[src/rtl/img_phase_sequencer_if.sv]
// Image SRAM request bundle: address, write data and the two enables.
// Engines drive it as master; the sequencer receives engine requests as
// slave and drives the SRAM macro as master.
interface img_phase_sequencer_if #(
  parameter int unsigned ADDR_W = 8,
  parameter int unsigned DATA_W = 8
);
  logic [ADDR_W-1:0] row;
  logic [ADDR_W-1:0] col;
  logic [DATA_W-1:0] din;
  logic              we;
  logic              se;

  modport master (output row, col, din, we, se);
  modport slave  (input  row, col, din, we, se);
endinterface

[src/rtl/img_phase_sequencer.sv]
// img_phase_sequencer: runs one image job as rx -> conv -> tx.
// Each phase pulses its engine enable, waits for the engine busy to rise
// (or times out), waits for it to fall, then hands the single image SRAM
// port to the next engine. The SRAM mux follows the registered grant.
module img_phase_sequencer #(
  parameter int unsigned ADDR_W   = 8,
  parameter int unsigned DATA_W   = 8,
  parameter int unsigned START_TO = 4
) (
  input  logic                         clk,
  input  logic                         rstn,
  input  logic                         start,
  input  logic                         abort,
  input  logic                         cfg_bypass,
  input  logic                         rx_busy,
  input  logic                         conv_busy,
  input  logic                         tx_busy,
  output logic                         rx_en,
  output logic                         conv_en,
  output logic                         tx_en,
  img_phase_sequencer_if.slave         m0,
  img_phase_sequencer_if.slave         m1,
  img_phase_sequencer_if.slave         m2,
  img_phase_sequencer_if.master        sram,
  output logic [2:0]                   grant,
  output logic                         busy,
  output logic                         done,
  output logic [2:0]                   nobusy
);

  typedef enum logic [2:0] {
    StIdle     = 3'd0,
    StLaunch   = 3'd1,
    StWaitRise = 3'd2,
    StWaitFall = 3'd3,
    StFinish   = 3'd4
  } state_e;

  typedef enum logic [1:0] {
    PhRx   = 2'd0,
    PhConv = 2'd1,
    PhTx   = 2'd2
  } phase_e;

  localparam logic [3:0] TimeoutCnt = 4'(START_TO);

  // FSM state and registered outputs
  state_e      r_state;
  phase_e      r_phase;
  logic        r_bypass;
  logic [3:0]  r_cnt;
  logic [2:0]  r_grant;
  logic [2:0]  r_nobusy;
  logic        r_busy;
  logic        r_done;
  logic        r_rx_en;
  logic        r_conv_en;
  logic        r_tx_en;

  // Decode helpers
  logic        w_sel_busy;
  logic [2:0]  w_cur_onehot;
  logic [2:0]  w_next_onehot;
  phase_e      w_next_phase;
  logic [3:0]  w_cnt_inc;
  logic        w_timeout;
  logic        w_phase_done;

  // SRAM mux result
  logic [ADDR_W-1:0] w_row;
  logic [ADDR_W-1:0] w_col;
  logic [DATA_W-1:0] w_din;
  logic              w_we;
  logic              w_se;

  function automatic logic [2:0] phase_onehot(input phase_e ph);
    logic [2:0] oh;
    case (ph)
      PhRx:    oh = 3'b001;
      PhConv:  oh = 3'b010;
      PhTx:    oh = 3'b100;
      default: oh = 3'b000;
    endcase
    return oh;
  endfunction

  // Select the busy flag of the engine that owns the current phase.
  always_comb begin
    w_sel_busy = 1'b0;
    case (r_phase)
      PhRx:    w_sel_busy = rx_busy;
      PhConv:  w_sel_busy = conv_busy;
      PhTx:    w_sel_busy = tx_busy;
      default: w_sel_busy = 1'b0;
    endcase
  end

  // Phase sequencing: bypass skips conv; tx is always the last phase.
  always_comb begin
    w_next_phase = PhTx;
    case (r_phase)
      PhRx:    w_next_phase = r_bypass ? PhTx : PhConv;
      default: w_next_phase = PhTx;
    endcase
    w_cur_onehot  = phase_onehot(r_phase);
    w_next_onehot = phase_onehot(w_next_phase);
  end

  // Rise-timeout detection and phase completion (busy fell, or never rose).
  always_comb begin
    w_cnt_inc    = (r_cnt == 4'hF) ? r_cnt : r_cnt + 4'd1;
    w_timeout    = (r_state == StWaitRise) && !w_sel_busy && (w_cnt_inc == TimeoutCnt);
    w_phase_done = w_timeout || ((r_state == StWaitFall) && !w_sel_busy);
  end

  // Main FSM with registered enables, grant, busy, done and nobusy.
  always_ff @(posedge clk or negedge rstn) begin
    if (!rstn) begin
      r_state   <= StIdle;
      r_phase   <= PhRx;
      r_bypass  <= 1'b0;
      r_cnt     <= 4'd0;
      r_grant   <= 3'b000;
      r_nobusy  <= 3'b000;
      r_busy    <= 1'b0;
      r_done    <= 1'b0;
      r_rx_en   <= 1'b0;
      r_conv_en <= 1'b0;
      r_tx_en   <= 1'b0;
    end else begin
      // Enables and done are single-cycle pulses unless re-armed below.
      r_rx_en   <= 1'b0;
      r_conv_en <= 1'b0;
      r_tx_en   <= 1'b0;
      r_done    <= 1'b0;

      if (abort && (r_state != StIdle)) begin
        r_state <= StIdle;
        r_grant <= 3'b000;
        r_busy  <= 1'b0;
      end else begin
        case (r_state)
          StIdle: begin
            // abort in the same cycle suppresses the start
            if (start && !abort) begin
              r_state  <= StLaunch;
              r_phase  <= PhRx;
              r_bypass <= cfg_bypass;
              r_nobusy <= 3'b000;
              r_grant  <= 3'b001;
              r_busy   <= 1'b1;
              r_rx_en  <= 1'b1;
            end
          end

          StLaunch: begin
            r_cnt   <= 4'd0;
            r_state <= StWaitRise;
          end

          StWaitRise, StWaitFall: begin
            if (r_state == StWaitRise) begin
              if (w_sel_busy) begin
                r_state <= StWaitFall;
              end else begin
                r_cnt <= w_cnt_inc;
              end
            end

            if (w_timeout) begin
              r_nobusy <= r_nobusy | w_cur_onehot;
            end

            if (w_phase_done) begin
              if (r_phase == PhTx) begin
                r_state <= StFinish;
                r_grant <= 3'b000;
                r_done  <= 1'b1;
              end else begin
                // Grant moves with the launch so the next engine owns SRAM
                // from its enable cycle onward.
                r_state   <= StLaunch;
                r_phase   <= w_next_phase;
                r_grant   <= w_next_onehot;
                r_rx_en   <= w_next_onehot[0];
                r_conv_en <= w_next_onehot[1];
                r_tx_en   <= w_next_onehot[2];
              end
            end
          end

          StFinish: begin
            r_state <= StIdle;
            r_busy  <= 1'b0;
          end

          default: begin
            r_state <= StIdle;
            r_grant <= 3'b000;
            r_busy  <= 1'b0;
          end
        endcase
      end
    end
  end

  // SRAM mux from the registered grant; no grant parks the port at zero.
  always_comb begin
    w_row = '0;
    w_col = '0;
    w_din = '0;
    w_we  = 1'b0;
    w_se  = 1'b0;
    case (r_grant)
      3'b001: begin
        w_row = m0.row;
        w_col = m0.col;
        w_din = m0.din;
        w_we  = m0.we;
        w_se  = m0.se;
      end
      3'b010: begin
        w_row = m1.row;
        w_col = m1.col;
        w_din = m1.din;
        w_we  = m1.we;
        w_se  = m1.se;
      end
      3'b100: begin
        w_row = m2.row;
        w_col = m2.col;
        w_din = m2.din;
        w_we  = m2.we;
        w_se  = m2.se;
      end
      default: begin
        w_row = '0;
      end
    endcase
  end

  assign sram.row = w_row;
  assign sram.col = w_col;
  assign sram.din = w_din;
  assign sram.we  = w_we;
  assign sram.se  = w_se;

  assign rx_en   = r_rx_en;
  assign conv_en = r_conv_en;
  assign tx_en   = r_tx_en;
  assign grant   = r_grant;
  assign busy    = r_busy;
  assign done    = r_done;
  assign nobusy  = r_nobusy;

endmodule

[src/flat_wrapper.sv]
// flat-port wrapper written by rule: the top's interface ports become plain ports
module img_phase_sequencer_flat 
#(
  parameter int unsigned ADDR_W   = 8,
  parameter int unsigned DATA_W   = 8,
  parameter int unsigned START_TO = 4
)
  (clk, rstn, start, abort, cfg_bypass, rx_busy, conv_busy, tx_busy, rx_en, conv_en, tx_en, grant, busy, done, nobusy, m0_row, m0_col, m0_din, m0_we, m0_se, m1_row, m1_col, m1_din, m1_we, m1_se, m2_row, m2_col, m2_din, m2_we, m2_se, sram_row, sram_col, sram_din, sram_we, sram_se);
  img_phase_sequencer_if #(.ADDR_W(ADDR_W), .DATA_W(DATA_W)) m0_i ();
  img_phase_sequencer_if #(.ADDR_W(ADDR_W), .DATA_W(DATA_W)) m1_i ();
  img_phase_sequencer_if #(.ADDR_W(ADDR_W), .DATA_W(DATA_W)) m2_i ();
  img_phase_sequencer_if #(.ADDR_W(ADDR_W), .DATA_W(DATA_W)) sram_i ();
  input  logic clk;
  input  logic rstn;
  input  logic start;
  input  logic abort;
  input  logic cfg_bypass;
  input  logic rx_busy;
  input  logic conv_busy;
  input  logic tx_busy;
  output logic rx_en;
  output logic conv_en;
  output logic tx_en;
  output logic [2:0] grant;
  output logic busy;
  output logic done;
  output logic [2:0] nobusy;
  input wire logic [$bits(m0_i.row)-1:0] m0_row;
  input wire logic [$bits(m0_i.col)-1:0] m0_col;
  input wire logic [$bits(m0_i.din)-1:0] m0_din;
  input wire logic [$bits(m0_i.we)-1:0] m0_we;
  input wire logic [$bits(m0_i.se)-1:0] m0_se;
  input wire logic [$bits(m1_i.row)-1:0] m1_row;
  input wire logic [$bits(m1_i.col)-1:0] m1_col;
  input wire logic [$bits(m1_i.din)-1:0] m1_din;
  input wire logic [$bits(m1_i.we)-1:0] m1_we;
  input wire logic [$bits(m1_i.se)-1:0] m1_se;
  input wire logic [$bits(m2_i.row)-1:0] m2_row;
  input wire logic [$bits(m2_i.col)-1:0] m2_col;
  input wire logic [$bits(m2_i.din)-1:0] m2_din;
  input wire logic [$bits(m2_i.we)-1:0] m2_we;
  input wire logic [$bits(m2_i.se)-1:0] m2_se;
  output wire logic [$bits(sram_i.row)-1:0] sram_row;
  output wire logic [$bits(sram_i.col)-1:0] sram_col;
  output wire logic [$bits(sram_i.din)-1:0] sram_din;
  output wire logic [$bits(sram_i.we)-1:0] sram_we;
  output wire logic [$bits(sram_i.se)-1:0] sram_se;
  assign m0_i.row = m0_row;
  assign m0_i.col = m0_col;
  assign m0_i.din = m0_din;
  assign m0_i.we = m0_we;
  assign m0_i.se = m0_se;
  assign m1_i.row = m1_row;
  assign m1_i.col = m1_col;
  assign m1_i.din = m1_din;
  assign m1_i.we = m1_we;
  assign m1_i.se = m1_se;
  assign m2_i.row = m2_row;
  assign m2_i.col = m2_col;
  assign m2_i.din = m2_din;
  assign m2_i.we = m2_we;
  assign m2_i.se = m2_se;
  assign sram_row = sram_i.row;
  assign sram_col = sram_i.col;
  assign sram_din = sram_i.din;
  assign sram_we = sram_i.we;
  assign sram_se = sram_i.se;
  img_phase_sequencer #(.ADDR_W(ADDR_W), .DATA_W(DATA_W), .START_TO(START_TO)) u_core (.clk(clk), .rstn(rstn), .start(start), .abort(abort), .cfg_bypass(cfg_bypass), .rx_busy(rx_busy), .conv_busy(conv_busy), .tx_busy(tx_busy), .rx_en(rx_en), .conv_en(conv_en), .tx_en(tx_en), .m0(m0_i), .m1(m1_i), .m2(m2_i), .sram(sram_i), .grant(grant), .busy(busy), .done(done), .nobusy(nobusy));
endmodule
[config.mk]
export PLATFORM = sky130hd
export DESIGN_NAME = img_phase_sequencer_flat
export DESIGN_NICKNAME = d
export VERILOG_FILES = /design/src/rtl/img_phase_sequencer_if.sv /design/src/rtl/img_phase_sequencer.sv /design/src/flat_wrapper.sv
export SDC_FILE = /design/constraint.sdc
export NUM_CORES = 1
export LEC_CHECK = 0
export BUFFER_PORTS_ARGS = -buffer_cell sky130_fd_sc_hd__buf_2
export CAP_MARGIN = 20
export CORE_MARGIN = 3
export CORE_UTILIZATION = 44
export DETAILED_ROUTE_END_ITERATION = 7
export GPL_TIMING_DRIVEN = 0
export HOLD_SLACK_MARGIN = 0.02
export PLACE_DENSITY = 0.93
export SYNTH_ARGS = -nofsm -noshare
export SYNTH_HDL_FRONTEND = slang
export SYNTH_SLANG_ARGS = --single-unit
[constraint.sdc]
create_clock -name clk -period 3.7 [get_ports clk]
set_input_delay 0.37 -clock clk [delete_from_list [all_inputs] [get_ports clk]]
set_output_delay 0.37 -clock clk [all_outputs]
set_load 0.02 [all_outputs]
## Word-level counts from Yosys, hierarchy flattened

Index checks and enable logic that the tools add are counted.

| word-level totals | value |
|---|---|
| flip-flop bits (word level) | 21 |
| bits of input ports | 86 |
| output and inout port bits | 37 |
| word-level logic and storage cells | 115 |

| cells by class | value |
|---|---|
| add/sub/neg operators | 1 |
| equal/unequal tests | 25 |
| multiplexer cells | 52 |
| bitwise operators | 2 |
| reductions and logical operators | 24 |

Operator list:

| kind | count |
|---|---|
| 8-bit case mux with 3 select lines | 3 |
| 3-bit case mux with 3 select lines | 4 |
| 3-bit 2-to-1 mux | 11 |
| 1-bit 2-to-1 mux | 18 |
| 4-bit 2-to-1 mux | 3 |
| 2-bit by 1-bit inequality test with 1-bit output, second input constant | 6 |
| 2-bit 2-to-1 mux | 5 |
| 3-bit by 2-bit == test with 1-bit output, second input constant | 3 |
| 1-bit case mux with 3 select lines | 3 |
| 3-bit AND reduction | 3 |
| 4-bit by 1-bit inequality test with 1-bit output, second input constant | 2 |
| 4-bit case mux with 2 select lines | 1 |
| 4-bit AND reduction | 2 |
| 3-bit by 1-bit == test with 1-bit output, second input constant | 2 |
| 3-bit == test, second input constant | 2 |
| 3-bit by 1-bit inequality test with 1-bit output, second input constant | 2 |
| 3-bit case mux with 2 select lines | 1 |
| 1-bit logical AND | 5 |
| 5-bit AND reduction | 1 |
| 4-bit by 1-bit adder with 4-bit output, second input constant | 1 |
| 2-bit by 1-bit == test with 1-bit output, second input constant | 2 |
| 2-bit == test, second input constant | 2 |
| 4-bit by 3-bit == test with 1-bit output, second input constant | 1 |
| 4-bit == test, second input constant | 1 |
| other kinds (14) | 20 |

## Logic depth before layout (Yosys ltp)

| depth | value |
|---|---|
| depth after elaboration | 9 |
| gate-level depth with buffers | 6 |
| mapped depth without buffers | 5 |

## Least setup slack after synthesis

Ideal clock, no wire load.

| timing | value |
|---|---|
| kind | flip-flop to output port |
| start point | register u_core.r_grant[2], in the netlist u_core.grant[2] |
| end point | output sram_col[1] |
| arrival | 1,803 ps |
| slack | 1,527 ps |
| stages on the path, launching flop included | 6 |
| path buffers | 2 |
| cells stage by stage | dfrtp_1 > nor2b_1 > clkbuf_1 > clkbuf_1 > a22oi_1 > o21ai_0 |

| between the ends | value |
|---|---|
| cells in the longest elaborated chain, start to end | 2 |

RTL lines:

| what | line | text |
|---|---|---|
| from (decl) | img_phase_sequencer.sv:52 | `logic [2:0] r_grant;` |
| from (signal assigned) | img_phase_sequencer.sv:184 | `r_grant <= w_next_onehot;` |
| 3-bit == test (tied with other cells) | img_phase_sequencer.sv:214 | `case (r_grant)` |
| 8-bit case mux with 3 select lines * | img_phase_sequencer.sv:214 |  |
| to (decl) | flat_wrapper.sv:44 | `output wire logic [$bits(sram_i.col)-1:0] sram_col;` |

Mark *: on every way between the ends. The rest lies on a longest branch, timed or not.

## Worst setup path after layout

| timing | value |
|---|---|
| start point | register u_core.r_grant[1], in the netlist u_core.grant[1] |
| end point | output sram_col[5] |

The elaborated chain is that of the path after synthesis.

==> flow_metrics.tcl <==
set metrics [dict create \
    ir_worst_vdd_mv 0.2495 \
    synth_edf_count 0 \
    grt_pass1_vias 1888 \
    n_antenna_cell 0 \
    die_w_microns 67.43 \
    drv_slew 0 \
    ys.flop_type "dfrtp_1" \
    dpl.cell_count 378 \
    synth_adder_area_share_pct 0.7536 \
    crit_family "buffers and inverters" \
    root_buffer "clkbuf_8" \
    dpl.hpwl_mm 4.509 \
    worst-path-max-fanout 10 \
    wire_per_inst_microns 14.94 \
    grt_max_degree 22 \
    cts_buffer_depth 2 \
    gp_congestion 0.9293 \
    cpMaxStageDelayCell "nor3b_2" \
    ys_types 45 \
    drive_gt1_share_pct 41.37 \
    dr.pass1.iters 4 \
    worst_hold_path_type "in -> async" \
    path_class "reg -> out" \
    finalSetupViolations 0 \
    worst-path-stages 6 \
    mappedNetlistArea_sq_um 1660 \
    synth_top_family_by_area "compound AO/OA/AOI/OAI gates" \
    end_kind "primary output" \
    layout_commonest_cell "buf_2" \
    ys_seq_area_share_pct 31.65 \
    worstPathRequired_ps 3330 \
    ys_warn_count 0 \
    tritoncts "yes" \
    r2r_cells 6 \
    syn-num-nets 297 \
    drtIter0Drc 116 \
    wirelength_mm 5.706 \
    fp.coreArea_sq_um 3495 \
    start_kind "register" \
    swShare_pct 41.32 \
    worstPathCellList "clkbuf_1 > nor3b_2 > clkbuf_1 > nand2_1 > o21ai_0 > buf_2" \
    dieArea_sq_um 4547 \
    numPortBuffers 122 \
    synth_compound_area_share_pct 34.14 \
    clock_latency_ps 260 \
    max_stage_delay_ps 460 \
    holdWs_ps 42.14 \
    htreeDepth 1 \
    status "complete, no violations" \
    viasPerCell 5.524 \
    synth_mux_area_share_pct 1.281 \
    async_flop_share_pct 100.0 \
    grtUsageTotal_pct 24.10 \
    syn_area_per_cell_sq_um 7.906 \
    post_cts_resized 0 \
    clkPwrFrac_pct 17.9 \
    cts_buffers 3 \
    synthXorXnorAreaFrac_pct 0.5275 \
    synthCells 210 \
    period_share_pct 69.68 \
    nets 424 \
    clock_skew_ps 1.264 \
    rsz0062_at_grt "no" \
    grt_overflow_total 0 \
    via_count 2110 \
    seq_area_sq_um 525.5 \
    clk_pin_slew_ps 70 \
    synth_seq_cells 21 \
    final_cells 382 \
    nFillCells 298 \
    critPathArrivalTime_ps 2210 \
    max_freq_ghz 0.3879 \
    cpMostUsedCell "clkbuf_1" \
    mostFrequentLayoutCells "buf_2, nand2_1, o21ai_0" \
    fin_setup_tns_ps 0 \
    area_growth_pct 43.03 \
    grt_pass1_wl_mm 8.521 \
    clock-sinks 21 \
    p_seq_share_pct 34.0 \
    yosys.area.top_type "dfrtp_1" \
    ctsHoldBuffers 0 \
    multi_input_area_sq_um 1023 \
    cts_setup_buffers 0 \
    netlist.area_leader.share_pct 31.65 \
    crit_buf_inv 3 \
    drc 0 \
    p_sw_w 0.0003428 \
    synth.area.top_cells "dfrtp_1, a22oi_1, o21ai_0" \
    powerDensity_nw_per_um2 349.3 \
    internal-power_w 0.0004867 \
    drt.antenna.violating_nets 0 \
    worst_slew_pin_slew_ps 709.5 \
    hold_viol 0 \
    maxCapViolations 0 \
    start_util_pct 47.51 \
    antenna_found_initial 0 \
    combPwrFrac_pct 48.1 \
    ios 123 \
    synthSimpleGateAreaFrac_pct 24.94 \
    die_h_microns 67.43 \
    relSlewSlack_pct 52.49 \
    fin_crit_ps 2578 \
    row_count 21 \
    leakagePower_nw 1.165 \
]
[logic make-up after synthesis]
group	Yosys count
flip-flops	21
AND/OR/NAND/NOR	75
XOR/XNOR	1
AO/OA/AOI/OAI	85
adder cells (fa/ha/maj)	1
buffers and inverters	25
multiplexers	2
[worst reg2reg max path: cells and delay by family, from the launching register on]
| kind | cells | cell delay (ps) |
|---|---|---|
| compound gates | 2 | 570 |
| fa+ha+maj | 1 | 380 |
| buf+inv | 1 | 120 |
| flops | 1 | 450 |
| simple gates | 2 | 470 |
[cells in the mapped netlist (3+ instances only)]
master,instances
clkbuf_1,14
nor2_1,8
nor4b_1,4
dfrtp_1,21
a21oi_1,3
or3_1,4
o21ai_0,32
o21ai_1,4
nor2b_1,5
nand2_1,33
inv_1,7
a22oi_1,27
or2_2,3
nor3_1,5
[worst paths after layout]
kind                                            endpoint  slack [ps]                          from
hold reg to reg             u_core.nobusy[0]$_DFFE_PN0P_         510  u_core.nobusy[0]$_DFFE_PN0P_
hold / removal              u_core.nobusy[2]$_DFFE_PN0P_          40                          rstn
setup reg to reg           u_core.r_phase[0]$_DFFE_PN0P_        1570   u_core.r_cnt[0]$_DFFE_PN0P_
min in group clk             u_core.r_bypass$_DFFE_PN0P_         340                    cfg_bypass
setup / recovery                             sram_col[5]        1120   u_core.grant[1]$_DFFE_PN0P_
max in group asynchronous    u_core.r_cnt[0]$_DFFE_PN0P_        3350                          rstn
[area by class of cell]
type	count	share of cell area [%]
Clock inverter	1	0.2107
Inverter	7	1.106
Tap cell	46	2.424
Sequential cell	21	22.13
Buffer	18	3.583
Multi-Input combinational cell	164	43.10
Clock buffer	3	1.739
Timing Repair Buffer	122	25.71
[sequential cells by signal, indices dropped and copies added (netlist names)]
register and flops:
u_core.busy 1, u_core.conv_en 1, u_core.done 1, u_core.grant 3, u_core.nobusy 3, u_core.r_bypass 1
u_core.r_cnt 4, u_core.r_phase 2, u_core.r_state 3, u_core.rx_en 1, u_core.tx_en 1
[per-stage QoR]
step                instance area, sq um  utilization (%)  power (W)  worst slack (ps)
floorplan                           1660                -  0.0005336              1527
global placement                    2328            66.63  0.0006727              1448
detailed placement                  2328            66.63  0.0006826              1449
CTS                                 2375            67.96  0.0008305              1153
global route                        2375            67.96  0.0008853             915.0
finish                              2375            67.96  0.0008295              1122
[power by group through the flow]
stage               clock network (W)  registers [W]  logic [W]
floorplan                           0       0.000288   0.000246
global placement                    0       0.000285   0.000388
detailed placement                  0       0.000286   0.000397
CTS                          0.000150       0.000281   0.000399
global route                 0.000162       0.000285   0.000438
finish                       0.000149       0.000282   0.000399
[per-layer routing]
metal  vias up  global-route usage [%]  routed length (microns)
li1       1036                       -                        -
met1       949                   27.39                     2156
met2       106                   42.70                     2831
met3        19                   6.156                      562
met4         0                   9.873                      155
met5         -                       0                        0
Power figures use the tool's default switching activity.
